[src/rtl/secded_pkg.sv]
// rtl/secded_pkg.sv - SECDED 128-bit shared constants, status enum, layout map and encoder
package secded_pkg;

    localparam int DATA_W  = 128;
    localparam int PAR_W   = 8;
    localparam int CODE_W  = DATA_W + PAR_W + 1;
    localparam int DIDX_W  = $clog2(DATA_W);
    localparam int CIDX_W  = $clog2(CODE_W);

    typedef enum logic [1:0] {
        CLEAN         = 2'd0,
        CORRECTED     = 2'd1,
        UNCORRECTABLE = 2'd2
    } status_e;

    function automatic logic is_pow2(input int p);
        return (p & (p - 1)) == 0;
    endfunction

    // Codeword position holding data bit idx (data fills non-power-of-two positions upward)
    function automatic int data_pos(input int idx);
        int n;
        data_pos = 0;
        n = 0;
        for (int p = 3; p < CODE_W; p++) begin
            if (!is_pow2(p)) begin
                if (n == idx) data_pos = p;
                n++;
            end
        end
    endfunction

    function automatic logic [CODE_W-1:0] secded_encode(input logic [DATA_W-1:0] data);
        logic [CODE_W-1:0] code;
        logic [PAR_W-1:0]  syn;
        int                j;
        code = '0;
        syn  = '0;
        j    = 0;
        for (int p = 1; p < CODE_W; p++) begin
            if (!is_pow2(p)) begin
                code[CIDX_W'(p)] = data[DIDX_W'(j)];
                if (data[DIDX_W'(j)]) syn = syn ^ PAR_W'(p);
                j++;
            end
        end
        for (int k = 0; k < PAR_W; k++) code[CIDX_W'(1 << k)] = syn[k];
        code[0] = ^code[CODE_W-1:1];
        return code;
    endfunction

endpackage

[src/rtl/secded_syndrome.sv]
// rtl/secded_syndrome.sv - combinational Hamming syndrome and overall parity of a codeword
module secded_syndrome
    import secded_pkg::*;
(
    input  logic [CODE_W-1:0] code_i,
    output logic [PAR_W-1:0]  syn_o,
    output logic              par_o
);

    always_comb begin
        syn_o = '0;
        for (int p = 1; p < CODE_W; p++) begin
            if (code_i[CIDX_W'(p)]) syn_o = syn_o ^ PAR_W'(p);
        end
    end

    assign par_o = ^code_i;

endmodule

[src/rtl/secded_dec128.sv]
// rtl/secded_dec128.sv - 2-stage SECDED decoder with saturating error counters
// Optional error log (err_flag/err_syndrome) enabled by SECDED_DEC_ERR_LOG_EN.
module secded_dec128 #(
    parameter int DATA_W = 128,
    parameter int CNT_W  = 16
) (
    input  logic              clock,
    input  logic              reset,
    input  logic              in_valid,
    output logic              in_ready,
    input  logic [DATA_W+8:0] in_code,
    output logic              out_valid,
    input  logic              out_ready,
    output logic [DATA_W-1:0] out_data,
    output logic [1:0]        out_status,
`ifdef SECDED_DEC_ERR_LOG_EN
    output logic              err_flag,
    output logic [7:0]        err_syndrome,
`endif
    input  logic              cnt_clear,
    output logic [CNT_W-1:0]  corr_count,
    output logic [CNT_W-1:0]  uncorr_count
);
    import secded_pkg::*;

    logic              s1_valid_q, s2_valid_q;
    logic [CODE_W-1:0] s1_code_q;
    logic [PAR_W-1:0]  s1_syn_q;
    logic              s1_par_q;
    logic [DATA_W-1:0] s2_data_q;
    status_e           s2_status_q;
    logic [CNT_W-1:0]  corr_q, uncorr_q;

    logic [PAR_W-1:0]  syn_d;
    logic              par_d;
    logic [CODE_W-1:0] flip_mask, fixed_code;
    logic [DATA_W-1:0] data_d;
    status_e           status_d;
    logic              advance, out_fire;

    // The whole pipe moves together; it only stalls when a finished word is refused.
    assign advance  = !s2_valid_q || out_ready;
    assign out_fire = s2_valid_q && out_ready;

    secded_syndrome u_syndrome (
        .code_i (in_code),
        .syn_o  (syn_d),
        .par_o  (par_d)
    );

    always_comb begin
        flip_mask = '0;
        status_d  = CLEAN;
        if (s1_par_q) begin
            if (s1_syn_q > PAR_W'(CODE_W - 1)) begin
                status_d = UNCORRECTABLE;
            end else begin
                status_d  = CORRECTED;
                flip_mask = {{(CODE_W-1){1'b0}}, 1'b1} << s1_syn_q;
            end
        end else if (s1_syn_q != '0) begin
            status_d = UNCORRECTABLE;
        end
    end

    // Mask stays zero for uncorrectable words, so their data comes through raw.
    assign fixed_code = s1_code_q ^ flip_mask;

    for (genvar i = 0; i < DATA_W; i++) begin : g_extract
        localparam int POS = data_pos(i);
        assign data_d[i] = fixed_code[POS];
    end

    always_ff @(posedge clock or negedge reset) begin
        if (!reset) begin
            s1_valid_q  <= 1'b0;
            s1_code_q   <= '0;
            s1_syn_q    <= '0;
            s1_par_q    <= 1'b0;
            s2_valid_q  <= 1'b0;
            s2_data_q   <= '0;
            s2_status_q <= CLEAN;
        end else if (advance) begin
            s1_valid_q <= in_valid;
            if (in_valid) begin
                s1_code_q <= in_code;
                s1_syn_q  <= syn_d;
                s1_par_q  <= par_d;
            end
            s2_valid_q <= s1_valid_q;
            if (s1_valid_q) begin
                s2_data_q   <= data_d;
                s2_status_q <= status_d;
            end
        end
    end

    always_ff @(posedge clock or negedge reset) begin
        if (!reset) begin
            corr_q   <= '0;
            uncorr_q <= '0;
        end else if (cnt_clear) begin
            corr_q   <= '0;
            uncorr_q <= '0;
        end else if (out_fire) begin
            if (s2_status_q == CORRECTED && corr_q != '1)
                corr_q <= corr_q + CNT_W'(1);
            if (s2_status_q == UNCORRECTABLE && uncorr_q != '1)
                uncorr_q <= uncorr_q + CNT_W'(1);
        end
    end

`ifdef SECDED_DEC_ERR_LOG_EN
    logic [PAR_W-1:0] s2_syn_q;
    logic             err_flag_q;
    logic [7:0]       err_syn_q;

    always_ff @(posedge clock or negedge reset) begin
        if (!reset) begin
            s2_syn_q   <= '0;
            err_flag_q <= 1'b0;
            err_syn_q  <= '0;
        end else begin
            if (advance && s1_valid_q) s2_syn_q <= s1_syn_q;
            if (cnt_clear) begin
                err_flag_q <= 1'b0;
                err_syn_q  <= '0;
            end else if (out_fire && s2_status_q == UNCORRECTABLE && !err_flag_q) begin
                err_flag_q <= 1'b1;
                err_syn_q  <= s2_syn_q;
            end
        end
    end

    assign err_flag     = err_flag_q;
    assign err_syndrome = err_syn_q;
`endif

    assign in_ready     = advance;
    assign out_valid    = s2_valid_q;
    assign out_data     = s2_data_q;
    assign out_status   = s2_status_q;
    assign corr_count   = corr_q;
    assign uncorr_count = uncorr_q;

endmodule

[config.mk]
export PLATFORM = sky130hd
export DESIGN_NAME = secded_dec128
export DESIGN_NICKNAME = d
export VERILOG_FILES = /design/src/rtl/secded_pkg.sv /design/src/rtl/secded_syndrome.sv /design/src/rtl/secded_dec128.sv
export SDC_FILE = /design/constraint.sdc
export NUM_CORES = 1
export LEC_CHECK = 0
export BUFFER_PORTS_ARGS = -buffer_cell sky130_fd_sc_hd__buf_2
export CELL_PAD_IN_SITES_DETAIL_PLACEMENT = 1
export CELL_PAD_IN_SITES_GLOBAL_PLACEMENT = 2
export CORE_MARGIN = 2
export CORE_UTILIZATION = 35
export DETAILED_ROUTE_END_ITERATION = 8
export PLACE_DENSITY = 0.88
export SLEW_MARGIN = 15
export SYNTH_ARGS = -nofsm -noshare
export SYNTH_HDL_FRONTEND = slang
export SYNTH_SLANG_ARGS = --single-unit
[constraint.sdc]
create_clock -name clock -period 5.9 [get_ports clock]
set_input_delay 0.59 -clock clock [delete_from_list [all_inputs] [get_ports clock]]
set_output_delay 0.59 -clock clock [all_outputs]
set_load 0.01 [all_outputs]
==> impl_metrics.py, run 1 <==
metrics = {
    "worst_setup_path": {
        "cp_slowest_cell": "and2_4",
        "path_class": "flop to flop",
        "max_stage_delay_ns": 0.87,
        "crit_buf_inv": 1,
        "crit_chain": "nand2b_1 > and2_4 > buf_4 > nor2_1 > a21oi_1",
        "startpoint": "out_valid$_DFFE_PN0N_",
        "crit_family": "simple AND/OR/NAND/NOR gates",
        "crit_fanout": 90,
        "critical_path_depth": 5,
        "end_kind": "flop",
        "rrSetupSlack_ns": 3.20,
        "crit_required_ns": 6.36,
        "worstPathArrival_ns": 3.16,
        "rr_worst_depth": 5,
        "worstReg2RegEnd": "out_data[21]$_DFFE_PN0P_",
        "r2r_start": "out_valid$_DFFE_PN0N_",
        "crit_path_end": "out_data[21]$_DFFE_PN0P_",
        "cp-start-kind": "flop",
    },
    "timing": {
        "fmax_mhz": 371,
        "min_period_over_period": 0.457,
        "hold_violations": 0,
        "timing.hold.ws_ns": 0.104,
        "tightest_slew_ns": 1.09,
        "slew_viol_final": 0,
        "skew_ns": 0.0192,
        "setup_tns_ns": 0,
        "rsz0062_at_grt": "false",
        "setup_viol": 0,
        "min_period_ns": 2.70,
        "slew_headroom": 0.272,
    },
    "worst_hold_path": {
        "hp-class": "input pin to asynchronous set/reset pin",
    },
    "power_and_ir_drop": {
        "p_per_area_nw_per_um2": 427,
        "max-vdd-ir-drop_v": 0.000197,
        "leakagePower_nw": 7.64,
        "finalPower_mw": 7.95,
    },
    "yosys": {
        "synth_cell_types": 34,
        "ys_ff_latch": 300,
        "synth_edf_count": 0,
        "synthFlopType": "dfrtp_1",
        "async_flop_share": 1.00,
        "synthesis.nets": 1581,
        "synth_cells": 1437,
        "ys_warn_count": 0,
        "syn-mean-instance-area_um2": 10.6,
        "yosysSeqAreaShare": 0.492,
        "syn_area_um2": 15300,
    },
    "clock_tree": {
        "root_buffer": "clkbuf_16",
        "cts_setup_buffers": 0,
        "ctsResizeCount": 0,
        "clk_pin_slew_worst_paths_ns": 0.06,
        "clk_latency_ns": 0.56,
        "clock-sinks": 300,
        "cts_made_buffers": 37,
        "clock_path_buffers": 3,
        "cts_tree": "built",
        "h-tree-depth": 2,
        "cts_hold_buf": 0,
    },
    "layout": {
        "area_growth_pct": 21.9,
        "layout_commonest_cell": "xnor2_1",
        "postLayoutCellArea_um2": 18600,
        "multi_input_area_um2": 7520,
        "layout_common_cells": "313 x xnor2_1, 304 x buf_2, 300 x dfrtp_1, 244 x nor2_1, 138 x mux2_2",
        "drive_gt1_frac": 0.293,
        "nFillCells": 4870,
        "seq_area_um2": 7510,
        "finalNetCount": 1869,
        "final_core_util": 0.432,
    },
    "floorplan": {
        "row_count": 76,
        "initial_core_util": 0.355,
        "core-area_um2": 43100,
        "die-height_um": 213,
        "fp.dieArea_um2": 45300,
        "ios": 306,
        "die_w_um": 213,
    },
    "placed_design": {
        "portBuffers": 305,
        "place_hpwl_mm": 37.3,
        "globalplace.congestion": 0.827,
        "place_area_um2": 17400,
    },
    "routing": {
        "vias": 11300,
        "drtIter0Drc": 543,
        "post_drt_wl_per_cell_um": 21.2,
        "ant_nets": 0,
        "drt-total-wl_mm": 49.5,
        "viasPerCell": 4.83,
        "drt_first_pass_iters": 5,
        "post-route-drc-count": 0,
    },
    "global_routing": {
        "track_usage": 0.220,
        "antenna_found_initial": 9,
        "grt_max_degree": 144,
        "grt_pass1_vias": 12300,
        "grt_pass1_wl_mm": 74.2,
        "grt-ovfl-total": 0,
    },
    "run_status": {
        "status": "finished, final reports clean",
    },
    "flow_run": {
        "maxCapViolCount": 0,
    },
}
==> flip-flops by register name, summed over array words and instances (netlist names) <==
signal        flops
s1_syn_q          7
s1_code_q       128
corr_count       16
out_status        2
s1_valid_q        1
out_valid         1
out_data        128
s1_par_q          1
uncorr_count     16
==> Yosys cell counts (all sizes together), types with 3 or more instances <==
library cell	count	area, um^2
and3	8	50.1
nor3	5	25.0
xnor3	3	67.6
a21oi	122	611
mux2	139	1570
a31oi	3	25.0
nor2b	3	18.8
nand2b	3	18.8
xnor2	314	2760
and3b	3	26.3
inv	4	15.0
and4	4	35.0
xor2	91	797
nor2	244	916
nand4	9	56.3
dfrtp	300	7510
clkbuf	61	229
and2	5	31.3
nand2	84	315
o21ai	8	40.0
nand3	11	55.1
==> routing by layer <==
layer	wire, um	up-vias	global-route usage
met5	69	-	0
met4	1300	10	0.0726
met3	3090	75	0.0560
met2	23700	293	0.365
met1	21300	5658	0.280
li1	-	5250	-
==> power by group <==
group	total [mW]	switching (mW)	leakage, nW	internal (mW)
combinational	2.72	1.52	3.53	1.20
sequential	2.92	0.372	3.50	2.55
clock	2.32	0.920	0.604	1.40
total	7.95	2.81	7.64	5.15
==> logic make-up after synthesis <==
family / count (synthesis) / synth area share
flops: 300 / 0.492
simple gates: 386 / 0.105
xor+xnor: 408 / 0.237
buf+inv: 67 / 0.0165
compound gates: 133 / 0.0442
fa+ha+maj: 2 / 0.00164
mux: 141 / 0.104
==> final cells by class <==
cell class,instances,share of cell area
antenna,4,0.000538
tap,585,0.0393
sequential,300,0.403
inverter,4,0.000806
clock buffer,50,0.0550
clock inverter,14,0.0105
multi-input combinational,1070,0.404
timing repair buffer,312,0.0867
==> through the flow <==
stage               setup WS, ns  cells
floorplan                   3.62   1437
global placement            2.98   2271
detailed placement          2.88   2271
CTS                         3.26   2335
global route                3.01   2337
finish                      3.20   2339
==> how the worst min path moves through the flow <==
stage | startpoint | end | depth (start not counted)
final | reset | uncorr_count[5]$_DFFE_PN0P_ | 1
after detailed placement | s1_valid_q$_DFFE_PN0N_ | out_valid$_DFFE_PN0N_ | 2
after global routing | reset | uncorr_count[10]$_DFFE_PN0P_ | 1
after floorplan | reset | corr_count[0]$_DFFE_PN0P_ | 0
after global placement | s1_valid_q$_DFFE_PN0N_ | out_valid$_DFFE_PN0N_ | 2
after CTS | reset | uncorr_count[7]$_DFFE_PN0P_ | 1
Power figures use the tool's default switching activity.
==> run 2, diff against run 1 <==
--- a/config.mk
+++ b/config.mk
@@ -5,13 +5,14 @@
 export SDC_FILE = /design/constraint.sdc
 export NUM_CORES = 1
 export LEC_CHECK = 0
+export ABC_AREA = 1
 export BUFFER_PORTS_ARGS = -buffer_cell sky130_fd_sc_hd__buf_2
 export CELL_PAD_IN_SITES_DETAIL_PLACEMENT = 1
 export CELL_PAD_IN_SITES_GLOBAL_PLACEMENT = 2
 export CORE_MARGIN = 2
-export CORE_UTILIZATION = 35
+export CORE_UTILIZATION = 32
 export DETAILED_ROUTE_END_ITERATION = 8
-export PLACE_DENSITY = 0.88
+export PLACE_DENSITY = 0.89
 export SLEW_MARGIN = 15
 export SYNTH_ARGS = -nofsm -noshare
 export SYNTH_HDL_FRONTEND = slang
==> constraint.sdc (replaced) <==
create_clock -name clock -period 2.7 [get_ports clock]
set_input_delay 0.27 -clock clock [delete_from_list [all_inputs] [get_ports clock]]
set_output_delay 0.27 -clock clock [all_outputs]
set_load 0.01 [all_outputs]
==> impl_metrics.py, run 2 <==
metrics = {
    "worst_setup_path": {
        "max_stage_delay_ns": 0.64,
        "crit_buf_inv": 1,
        "critical_path_depth": 7,
        "r2r_start": "s1_syn_q[0]$_DFFE_PN0P_",
        "cp-start-kind": "flop",
        "cp_slowest_cell": "dfrtp_1",
        "end_kind": "flop",
        "worstPathArrival_ns": 2.76,
        "path_class": "flop to flop",
        "cp_common_cell": "nand2_1",
        "crit_fanout": 11,
        "startpoint": "s1_syn_q[0]$_DFFE_PN0P_",
        "rrSetupSlack_ns": 0.38,
        "worstReg2RegEnd": "out_data[19]$_DFFE_PN0P_",
        "crit_family": "simple AND/OR/NAND/NOR gates",
        "crit_required_ns": 3.14,
        "rr_worst_depth": 7,
        "crit_path_end": "out_data[19]$_DFFE_PN0P_",
        "crit_chain": "inv_1 > nor3_1 > nand2_1 > nor2_1 > nand2_1 > xor2_1 > o21ai_0",
    },
    "yosys": {
        "synth_cells": 2527,
        "synth_cell_types": 37,
        "synthesis.nets": 2671,
        "netlist.area_leader.share": 0.420,
        "synth.largest_area_cell": "dfrtp_1",
        "synthFlopType": "dfrtp_1",
        "synth_common_cells": "1127 x nand2_1, 300 x dfrtp_1, 251 x o21ai_0",
        "ys_ff_latch": 300,
        "yosysSeqAreaShare": 0.420,
        "synth.area.top_cells": "dfrtp_1 42%, nand2_1 24%, o21ai_0 7.0%",
        "syn_area_um2": 17900,
        "yosysMostFrequentCell": "nand2_1",
        "async_flop_share": 1.00,
        "synth_edf_count": 0,
        "ys_warn_count": 0,
        "syn-mean-instance-area_um2": 7.08,
    },
    "clock_tree": {
        "cts_made_buffers": 31,
        "clk_latency_ns": 0.57,
        "root_buffer": "clkbuf_16",
        "h-tree-depth": 1,
        "clock_path_buffers": 3,
        "cts_tree": "built",
        "clock-sinks": 300,
        "clk_pin_slew_worst_paths_ns": 0.07,
        "ctsResizeCount": 0,
    },
    "routing": {
        "vias": 17500,
        "drt_first_pass_iters": 5,
        "post-route-drc-count": 0,
        "viasPerCell": 4.83,
        "post_drt_wl_per_cell_um": 20.0,
        "ant_nets": 0,
        "drt-total-wl_mm": 72.2,
        "drtIter0Drc": 985,
    },
    "layout": {
        "area_growth_pct": 21.1,
        "layout_common_cells": "1126 x nand2_1, 304 x buf_2, 300 x dfrtp_1, 251 x o21ai_0, 187 x inv_1",
        "multi_input_area_um2": 9180,
        "layout_commonest_cell": "nand2_1",
        "instances_no_fill": 3614,
        "nFillCells": 7000,
        "drive_gt1_frac": 0.165,
        "seq_area_um2": 7510,
        "finalNetCount": 2981,
    },
    "timing": {
        "rsz0062_at_grt": "false",
        "tightest_slew_ns": 0.662,
        "fmax_mhz": 431,
        "slew_viol_final": 0,
        "setup_tns_ns": 0,
        "skew_ns": 0.0175,
        "min_period_over_period": 0.860,
        "slew_headroom": 0.557,
        "min_period_ns": 2.32,
        "hold_violations": 0,
        "setup_viol": 0,
    },
    "power_and_ir_drop": {
        "p_seq_frac": 0.380,
        "leakagePower_nw": 11.4,
        "p_per_area_nw_per_um2": 767,
        "power.net_switching_mw": 6.49,
        "internal-power_mw": 10.1,
        "swShare": 0.391,
        "p_clk_frac": 0.282,
        "max-vdd-ir-drop_v": 0.000514,
        "comb_power_share": 0.338,
    },
    "worst_hold_path": {
        "hp-class": "input pin to flop",
        "worstHoldPathCells": 3,
    },
    "flow_run": {
        "maxCapViolCount": 0,
    },
    "floorplan": {
        "die-height_um": 240,
        "row_count": 86,
        "ios": 306,
        "core-area_um2": 55200,
        "fp.dieArea_um2": 57800,
        "initial_core_util": 0.324,
        "die_w_um": 240,
    },
    "global_routing": {
        "grt_max_degree": 131,
        "antenna_found_initial": 7,
        "grt_pass1_wl_mm": 107,
        "grt-ovfl-total": 0,
        "grt_pass1_vias": 17900,
        "track_usage": 0.246,
    },
    "run_status": {
        "status": "finished, final reports clean",
    },
    "placed_design": {
        "globalplace.congestion": 0.903,
        "dp.cells": 3535,
        "place_hpwl_mm": 58.5,
        "portBuffers": 305,
    },
}
==> run 2: worst reg2reg max path: cells and delay by family, from the launching register on <==
| family | cells | cell delay, ns |
|---|---|---|
| buffers and inverters | 1 | 0.16 |
| AND/OR/NAND/NOR | 4 | 1.04 |
| flip-flops | 1 | 0.64 |
| AO/OA/AOI/OAI | 1 | 0.12 |
| XOR/XNOR | 1 | 0.23 |
==> run 2: repair_timing <==
action / CTS / global route
setup endpoints to repair: 0 / 0
hold buffers: 17 / 0
endpoints found under the hold margin: 83 / 0
buffers inserted: 0 / 0
==> run 2: power groups by stage <==
stage	logic [mW]	clock network, mW	registers, mW
after floorplan	2.97	0	6.37
after global placement	5.43	0	6.32
after detailed placement	5.60	0	6.37
after CTS	5.65	4.76	6.30
after global routing	6.25	4.92	6.42
final	5.62	4.68	6.32
==> run 2: final cells by class <==
type	instances	area share
tap	748	0.0432
antenna	6	0.000693
clock buffer	40	0.0392
multi-input combinational	1913	0.423
timing repair buffer	354	0.0945
clock inverter	16	0.0113
inverter	237	0.0413
sequential	300	0.346
==> run 2: cells by family after synthesis <==
| kind of cell | count (synthesis) | synth area share |
|---|---|---|
| xor+xnor | 250 | 0.126 |
| buf+inv | 314 | 0.0680 |
| simple gates | 1374 | 0.304 |
| fa+ha+maj | 2 | 0.00140 |
| flops | 300 | 0.420 |
| compound gates | 287 | 0.0815 |
==> run 2: metrics by stage <==
step,setup WS [ns],hold slack [ns],total power [mW],area (um^2),utilization
final,0.379,0.0116,16.6,21700,0.393
after floorplan,0.721,-0.0256,9.34,17900,-
after CTS,0.424,0.00307,16.7,21700,0.392
after global routing,0.233,0.0279,17.6,21700,0.393
after global placement,0.504,0.287,11.8,20400,0.369
after detailed placement,0.418,0.291,12.0,20400,0.369
==> run 2: worst min-delay path by stage <==
stage                       from                     endpoint  slack [ns]
global route         in_code[46]    s1_code_q[46]$_DFFE_PN0P_        0.03
CTS                  in_code[15]    s1_code_q[15]$_DFFE_PN0P_       0.003
detailed placement         reset  uncorr_count[8]$_DFFE_PN0P_        0.29
floorplan                  reset    corr_count[0]$_DFFE_PN0P_       -0.03
finish              in_code[136]   s1_code_q[136]$_DFFE_PN0P_        0.01
global placement           reset  uncorr_count[6]$_DFFE_PN0P_        0.29
==> run 2: per-layer routing <==
metal,vias up,share of wire,global-route usage
met2,412,0.46,0.403
li1,8403,-,-
met5,-,0,0
met4,0,0.040,0.0964
met3,102,0.053,0.0279
met1,8533,0.44,0.332
